$ cat src/rtl/pwm_duty_sequencer.sv
// Compare-register sequencer for the PWM generator: accepts phase/width targets over req/ack
// and ramps cr2 toward the target width, updating cr1/cr2 only at period boundaries.
module pwm_duty_sequencer #(
  parameter int unsigned PERIOD = 5000,
  parameter int unsigned W      = 16
) (
  input  logic         clock,
  input  logic         reset,
  input  logic         req,
  input  logic [W-1:0] target_phase,
  input  logic [W-1:0] target_width,
  input  logic [W-1:0] step,
  output logic         ack,
  output logic         busy,
  output logic         done,
  output logic         period_start,
  output logic [W-1:0] cr1,
  output logic [W-1:0] cr2
);

  localparam int unsigned CntW = (PERIOD > 1) ? $clog2(PERIOD) : 1;
  localparam logic [CntW-1:0] CntLast  = CntW'(PERIOD - 1);
  localparam logic [W-1:0]    PeriodW  = W'(PERIOD);
  localparam logic [W-1:0]    PhaseMax = W'(PERIOD - 1);

  typedef enum logic [1:0] {StIdle, StArmed, StRamp} state_e;

  state_e         state_q, state_d;
  logic [CntW-1:0] cnt_q, cnt_d;
  logic [W-1:0]   phase_t_q, phase_t_d;
  logic [W-1:0]   width_t_q, width_t_d;
  logic [W-1:0]   step_q, step_d;
  logic [W-1:0]   width_cur_q, width_cur_d;
  logic [W-1:0]   cr1_q, cr1_d;
  logic [W-1:0]   cr2_q, cr2_d;
  logic           ack_q, ack_d;
  logic           busy_q, busy_d;
  logic           done_q, done_d;
  logic           ps_q, ps_d;

  logic           boundary_next;
  logic           accept;
  logic [W-1:0]   phase_c, width_room, width_c;
  logic [W-1:0]   diff, width_step;

  // Registered outputs are loaded on the edge entering the boundary cycle, so they become
  // visible while cnt == PERIOD-1, all together.
  always_comb begin
    cnt_d         = (cnt_q == CntLast) ? '0 : cnt_q + 1'b1;
    boundary_next = (cnt_d == CntLast);
    accept        = (state_q == StIdle) && req && !busy_q;
  end

  always_comb begin
    phase_c    = (target_phase > PhaseMax) ? PhaseMax : target_phase;
    width_room = PeriodW - phase_c;
    width_c    = (target_width > width_room) ? width_room : target_width;
  end

  always_comb begin
    diff = (width_t_q >= width_cur_q) ? (width_t_q - width_cur_q) : (width_cur_q - width_t_q);
    if (step_q == '0 || step_q >= diff) begin
      width_step = width_t_q;
    end else if (width_t_q > width_cur_q) begin
      width_step = width_cur_q + step_q;
    end else begin
      width_step = width_cur_q - step_q;
    end
  end

  always_comb begin
    state_d     = state_q;
    phase_t_d   = phase_t_q;
    width_t_d   = width_t_q;
    step_d      = step_q;
    width_cur_d = width_cur_q;
    cr1_d       = cr1_q;
    cr2_d       = cr2_q;
    done_d      = 1'b0;
    ack_d       = accept;
    ps_d        = boundary_next;
    unique case (state_q)
      StIdle: begin
        if (accept) begin
          phase_t_d = phase_c;
          width_t_d = width_c;
          step_d    = step;
          state_d   = StArmed;
        end
      end
      StArmed, StRamp: begin
        if (boundary_next) begin
          cr1_d       = phase_t_q;
          width_cur_d = width_step;
          cr2_d       = phase_t_q + width_step;
          if (width_step == width_t_q) begin
            done_d  = 1'b1;
            state_d = StIdle;
          end else begin
            state_d = StRamp;
          end
        end
      end
      default: state_d = StIdle;
    endcase
    // Hold busy through the done cycle so it drops on the edge after done.
    busy_d = (state_d != StIdle) || done_d;
  end

  always_ff @(posedge clock) begin
    if (reset) begin
      state_q     <= StIdle;
      cnt_q       <= '0;
      phase_t_q   <= '0;
      width_t_q   <= '0;
      step_q      <= '0;
      width_cur_q <= '0;
      cr1_q       <= '0;
      cr2_q       <= '0;
      ack_q       <= 1'b0;
      busy_q      <= 1'b0;
      done_q      <= 1'b0;
      ps_q        <= 1'b0;
    end else begin
      state_q     <= state_d;
      cnt_q       <= cnt_d;
      phase_t_q   <= phase_t_d;
      width_t_q   <= width_t_d;
      step_q      <= step_d;
      width_cur_q <= width_cur_d;
      cr1_q       <= cr1_d;
      cr2_q       <= cr2_d;
      ack_q       <= ack_d;
      busy_q      <= busy_d;
      done_q      <= done_d;
      ps_q        <= ps_d;
    end
  end

  assign ack          = ack_q;
  assign busy         = busy_q;
  assign done         = done_q;
  assign period_start = ps_q;
  assign cr1          = cr1_q;
  assign cr2          = cr2_q;

endmodule

$ cat config.mk
export PLATFORM = sky130hd
export DESIGN_NAME = pwm_duty_sequencer
export DESIGN_NICKNAME = d
export VERILOG_FILES = /design/src/rtl/pwm_duty_sequencer.sv
export SDC_FILE = /design/constraint.sdc
export NUM_CORES = 1
export LEC_CHECK = 0
export ABC_CLOCK_PERIOD_IN_PS = 7400
export CAP_MARGIN = 15
export CELL_PAD_IN_SITES_DETAIL_PLACEMENT = 1
export CELL_PAD_IN_SITES_GLOBAL_PLACEMENT = 1
export CORE_UTILIZATION = 39
export CTS_CLUSTER_DIAMETER = 80
export DETAILED_ROUTE_END_ITERATION = 10
export PLACE_DENSITY_LB_ADDON = 0.08
export SLEW_MARGIN = 20
export SYNTH_ARGS = -nofsm -noshare
export SYNTH_HDL_FRONTEND = slang
export SYNTH_SLANG_ARGS = --single-unit
$ cat constraint.sdc
create_clock -name clock -period 7.4 [get_ports clock]
set_input_delay 1.48 -clock clock [delete_from_list [all_inputs] [get_ports clock]]
set_output_delay 1.48 -clock clock [all_outputs]
set_load 0.005 [all_outputs]
# == Word-level counts from Yosys, hierarchy flattened ==
# Index checks and enable logic that the tools add are counted.
# op_classes
order_cmp,5
add_sub_neg,7
n_mux,13
n_eq_ne,5
reduce_logical,11
# ops
cell,n
$mux 16,5
$sub 16x16->16,3
$add 16x16->16,2
$ge 16x16->1,2
$gt 16x16->1,2
$eq 13x13->1 const B,2
$eq 16x16->1,1
$gt 16x13->1 const B,1
$logic_not 16->1,1
$sub 13x16->16 const A,1
$add 13x1->13 const B,1
$mux 13,1
$mux 2,3
$pmux 2 s2,1
$reduce_and 2->1,2
$mux 1,3
$eq 2x1->1 const B,1
$eq 2x2->1 const B,1
$logic_and 1x1->1,2
$logic_not 2->1,1
$logic_or 1x1->1,2
$reduce_bool 2->1,1
$reduce_or 2->1,1
$logic_not 1->1,1
# totals
out_inout_bits,36
ff_bits,115
word_cells,53

# == Depth between registers and ports, before layout ==
# logic_depth
word_depth,11
mapped_depth,35

# == Worst setup path before layout ==
# OpenSTA, ideal clock, no wires.
# synth_path
kind,flip-flop to flip-flop
startpoint,register width_t_q[12]
endpoint,register cr2_q[15] (netlist: cr2[15])
stages_incl_launch_ff,34
setup_ns,0.074
synth_period_minus_slack_ns,6.888
setup_slack_ns,0.512
arrival_time_ns,6.814
path_cell_list,dfxtp_1 -> clkbuf_1 -> inv_1 -> ha_1 -> buf_2 -> and4_1 -> nand2_1 -> or4_4 -> nand3_2 -> buf_4 -> mux2_2 -> o21ai_0 -> a21oi_1 -> xor2_1 -> ha_1 -> nand2_1 -> nor2_1 -> a211oi_1 -> nand4b_1 -> a21oi_1 -> clkbuf_1 -> nor2_1 -> a21oi_1 -> inv_1 -> ha_1 -> a211o_1 -> a211oi_1 -> o311ai_1 -> o41a_1 -> a211oi_1 -> o21bai_1 -> a21o_1 -> a21o_1 -> a31oi_1
# synth_via
elab_chain_cells,6
word_cells_on_any_way,10
classes_between,add/sub: 3; order compare: 3; mux: 3; reduce/logical: 1
# synth_lines
item,line_no,text
start: declaration,31,"logic [W-1:0] width_t_q, width_t_d;"
start signal: assignment,128,width_t_q <= width_t_d;
$sub 16x16->16 / $ge 16x16->1 (equally long branches),61,diff = (width_t_q >= width_cur_q) ? (width_t_q - width_cur_q) : (width_cur_q - width_t_q);
$mux 16,61,
$ge 16x16->1,62,if (step_q == '0 || step_q >= diff) begin
$logic_or 1x1->1,62,
$mux 16 *,62,
named net width_step[1],44,"logic [W-1:0] diff, width_step;"
$add 16x16->16 *,95,cr2_d = phase_t_q + width_step;
end signal: assignment,132,cr2_q <= cr2_d;
end: declaration,35,"logic [W-1:0] cr2_q, cr2_d;"
# Mark *: on every way through the listed nets, which the timed path passes. The rest lies on a longest branch.
# A chain may end at the register's enable or synchronous reset.

# == Worst setup path in the final report ==
# layout_path
startpoint,register width_t_q[10]
endpoint,register cr2_q[15] (netlist: cr2[15])
# The elaborated chain is that of the path after synthesis.

==> flow_summary.json <==
{
  "diodes": 0,
  "drive_above_1_share": 0.08390,
  "ant_nets": 0,
  "ys_ff_latch": 115,
  "start_util": 0.4008,
  "tns_ns": 0,
  "combPwrFrac": 0.645,
  "chipWidth_um": 157.8,
  "ctsHoldBuffers": 0,
  "cts.clk_slew.worst_paths_ns": 0.06,
  "post-place-ws_ns": 0.1164,
  "final.setup.worst_slack_ns": 0.4503,
  "cts_root_buf": "clkbuf_16",
  "timing.slew.headroom": 0.3183,
  "synth_area_mm2": 0.009464,
  "seq_area_mm2": 0.002305,
  "htree_levels": 4,
  "cp.arrival_ns": 7.30,
  "worst_slew_pin_slew_ns": 1.022,
  "synthesis.instances": 1246,
  "p_leak_nw": 4.504,
  "grt_pass1_vias": 9519,
  "core-area_mm2": 0.02361,
  "fin_skew_ns": 0.01305,
  "p_total_mw": 4.613,
  "fin_area_mm2": 0.01143,
  "synthFlopType": "dfxtp_1",
  "cp-end-kind": "register",
  "clock_power_share": 0.195,
  "gp_congestion": 0.9054,
  "detailed_place.area_mm2": 0.01075,
  "row_count": 56,
  "die_area_mm2": 0.02489,
  "dp_hpwl_um": 25910,
  "crit_path_start_kind": "register",
  "antenna_found_initial": 1,
  "vias_per_cell": 5.706,
  "crit_path_max_fanout": 12,
  "crit_required_ns": 7.75,
  "crit_buf_inv": 3,
  "numCtsBuffers": 17,
  "slowest_delay_ns": 0.57,
  "syn2layout_area_growth_pct": 20.78,
  "p_sw_mw": 2.181,
  "synth.yosys.seq_area_share": 0.2433,
  "synth_edf_count": 0,
  "synth.distinct_cells": 85,
  "path_delay_family": "compound AO/OA/AOI/OAI gates",
  "layout_min_cycle_time_ns": 6.950,
  "synthArstFlopShare": 0,
  "cap_violations": 0,
  "cts_sinks": 115,
  "cp_common_cell": "ha_1",
  "slowest_stage": "or4_4",
  "hp-class": "reg -> reg",
  "die_h_um": 157.8,
  "power_density_mw_per_mm2": 403.5,
  "seqPwrFrac": 0.160,
  "grt_usage": 0.2756,
  "hold_viol_final": 0,
  "intPower_mw": 2.432,
  "avgSynthCellArea_um2": 7.596,
  "final-setup-viol-count": 0,
  "grt_pass1_wl_um": 52060,
  "drt_iter0_markers": 462,
  "io_pins": 87,
  "io_buffers": 86,
  "crit_type": "reg -> reg",
  "postLayoutCoreUtil": 0.4841,
  "insertion_delay_ns": 0.43,
  "slew_violations": 0,
  "fin_crit_sh": 0.9392,
  "multiInputGateArea_mm2": 0.006686,
  "fillers": 2909,
  "layout.nets": 1477,
  "grt-ovfl-total": 0,
  "clk_path_buf_depth": 2,
  "first_pass_iters": 5,
  "drc_errors": 0,
  "grt_max_degree": 66,
  "wl_per_cell_um": 20.19,
  "status": "completed",
  "wirelength_um": 33400,
  "ir_worst_vdd_mv": 0.1695,
  "sw_frac_of_total": 0.4727,
  "vias": 9437,
  "fmax_ghz": 0.1439,
  "cts_tree": "yes",
  "ys_warn_count": 0
}
[metal layers]
layer	routed length, um	track usage	vias up	part of all wire
met1	15770	0.3741	4625	0.47
met3	1329	0.03504	34	0.040
met5	0	0	-	0
met4	500	0.06981	0	0.015
met2	15790	0.4586	193	0.47
li1	-	-	4585	-
[layout by cell type (no fill, tap or decap), drive strengths merged, types with 17 or more instances in the layout]
cell             n
nand3           41
xnor2           51
o21ai           49
nor2           109
nor4            18
xor2            26
a21oi          121
or3             19
inv             73
a21o            17
dfxtp          115
nand2          157
a211oi          30
clkbuf          19
nor3            35
ha              99
clkdlybuf4s50   85
buf             40
[final timing paths]
kind | from | endpoint | slack [ns] | cells after the start
setup / recovery | width_t_q[10] | cr2[15] | 0.45 | 30
hold / removal | cr2[9] | cr2[9] | 0.45 | 2
setup reg to reg | width_t_q[10] | cr2[15] | 0.45 | 30
hold reg to reg | cr2[9] | cr2[9] | 0.45 | 2
[power groups by stage]
stage | Sequential [mW] | Combinational (mW) | Clock, mW
after CTS | 0.734 | 2.93 | 0.916
after floorplan | 0.718 | 2.09 | 0
after global routing | 0.742 | 3.26 | 0.938
after detailed placement | 0.746 | 2.90 | 0
final | 0.736 | 2.98 | 0.900
after global placement | 0.745 | 2.85 | 0
[tightest hold or removal path, stage by stage (launching register included)]
cell and delay [ns]:
dfxtp_1 0.30, nand2_1 0.05, a21oi_1 0.05
[state kept, by name (all words and copies together), names as in the netlist]
register	count
done	1
state_q	2
cr1	16
width_cur_q	16
ack	1
period_start	1
phase_t_q	16
cnt_q	13
width_t_q	16
cr2	16
busy	1
step_q	16
[cell type report]
| cell class | instances | area share |
|---|---|---|
| Timing Repair Buffer | 125 | 0.1007 |
| Inverter | 71 | 0.02331 |
| Tap cell | 319 | 0.03492 |
| Multi-Input combinational cell | 993 | 0.5849 |
| Clock inverter | 12 | 0.01576 |
| Clock buffer | 19 | 0.03875 |
| Sequential cell | 115 | 0.2016 |
[repair_timing]
action,4_1_cts,5_1_grt
endpoints found under the setup margin,0,7
gates resized for setup,0,14
setup buffers,0,1
[metrics by stage]
| step | hold WS, ns | cells |
|---|---|---|
| final | 0.4499 | 1654 |
| after floorplan | 0.4446 | 1248 |
| after CTS | 0.4542 | 1653 |
| after detailed placement | 0.4474 | 1622 |
| after global routing | 0.4774 | 1654 |
| after global placement | 0.4380 | 1622 |
[cells in the mapped netlist (11+ instances only)]
master      n  area [um^2]
inv_1      71        266.5
nor4_1     16        100.1
nand2_1   157        589.3
dfxtp_1   115         2302
o21ai_0    47        235.2
or3_1      17        106.4
buf_2      15        75.07
ha_1       99         1239
a211oi_1   30        225.2
o21a_1     11        82.58
xor2_1     26        227.7
clkbuf_1   46        172.7
nor2b_1    12        75.07
a21o_1     16        120.1
a21oi_1   121        605.6
xnor2_1    50        437.9
mux2i_1    16        160.2
nand4_1    15        93.84
nor2_1    109        409.1
nand3_1    40        200.2
nor3_1     35        175.2
and3_1     14        87.58
[cells by family (layout without fill, tap and decap cells)]
| kind of cell | count (synthesis) | count (layout) | share of synthesized area |
|---|---|---|---|
| simple gates | 473 | 473 | 0.2425 |
| other cells | 1 | 3 | 0.0003962 |
| fa+ha+maj | 103 | 103 | 0.1393 |
| mux | 19 | 19 | 0.02049 |
| xor+xnor | 79 | 79 | 0.07681 |
| buf+inv | 140 | 227 | 0.05883 |
| compound gates | 316 | 316 | 0.2184 |
| flops | 115 | 115 | 0.2433 |
Note: power is estimated with default switching activity, not from simulation.
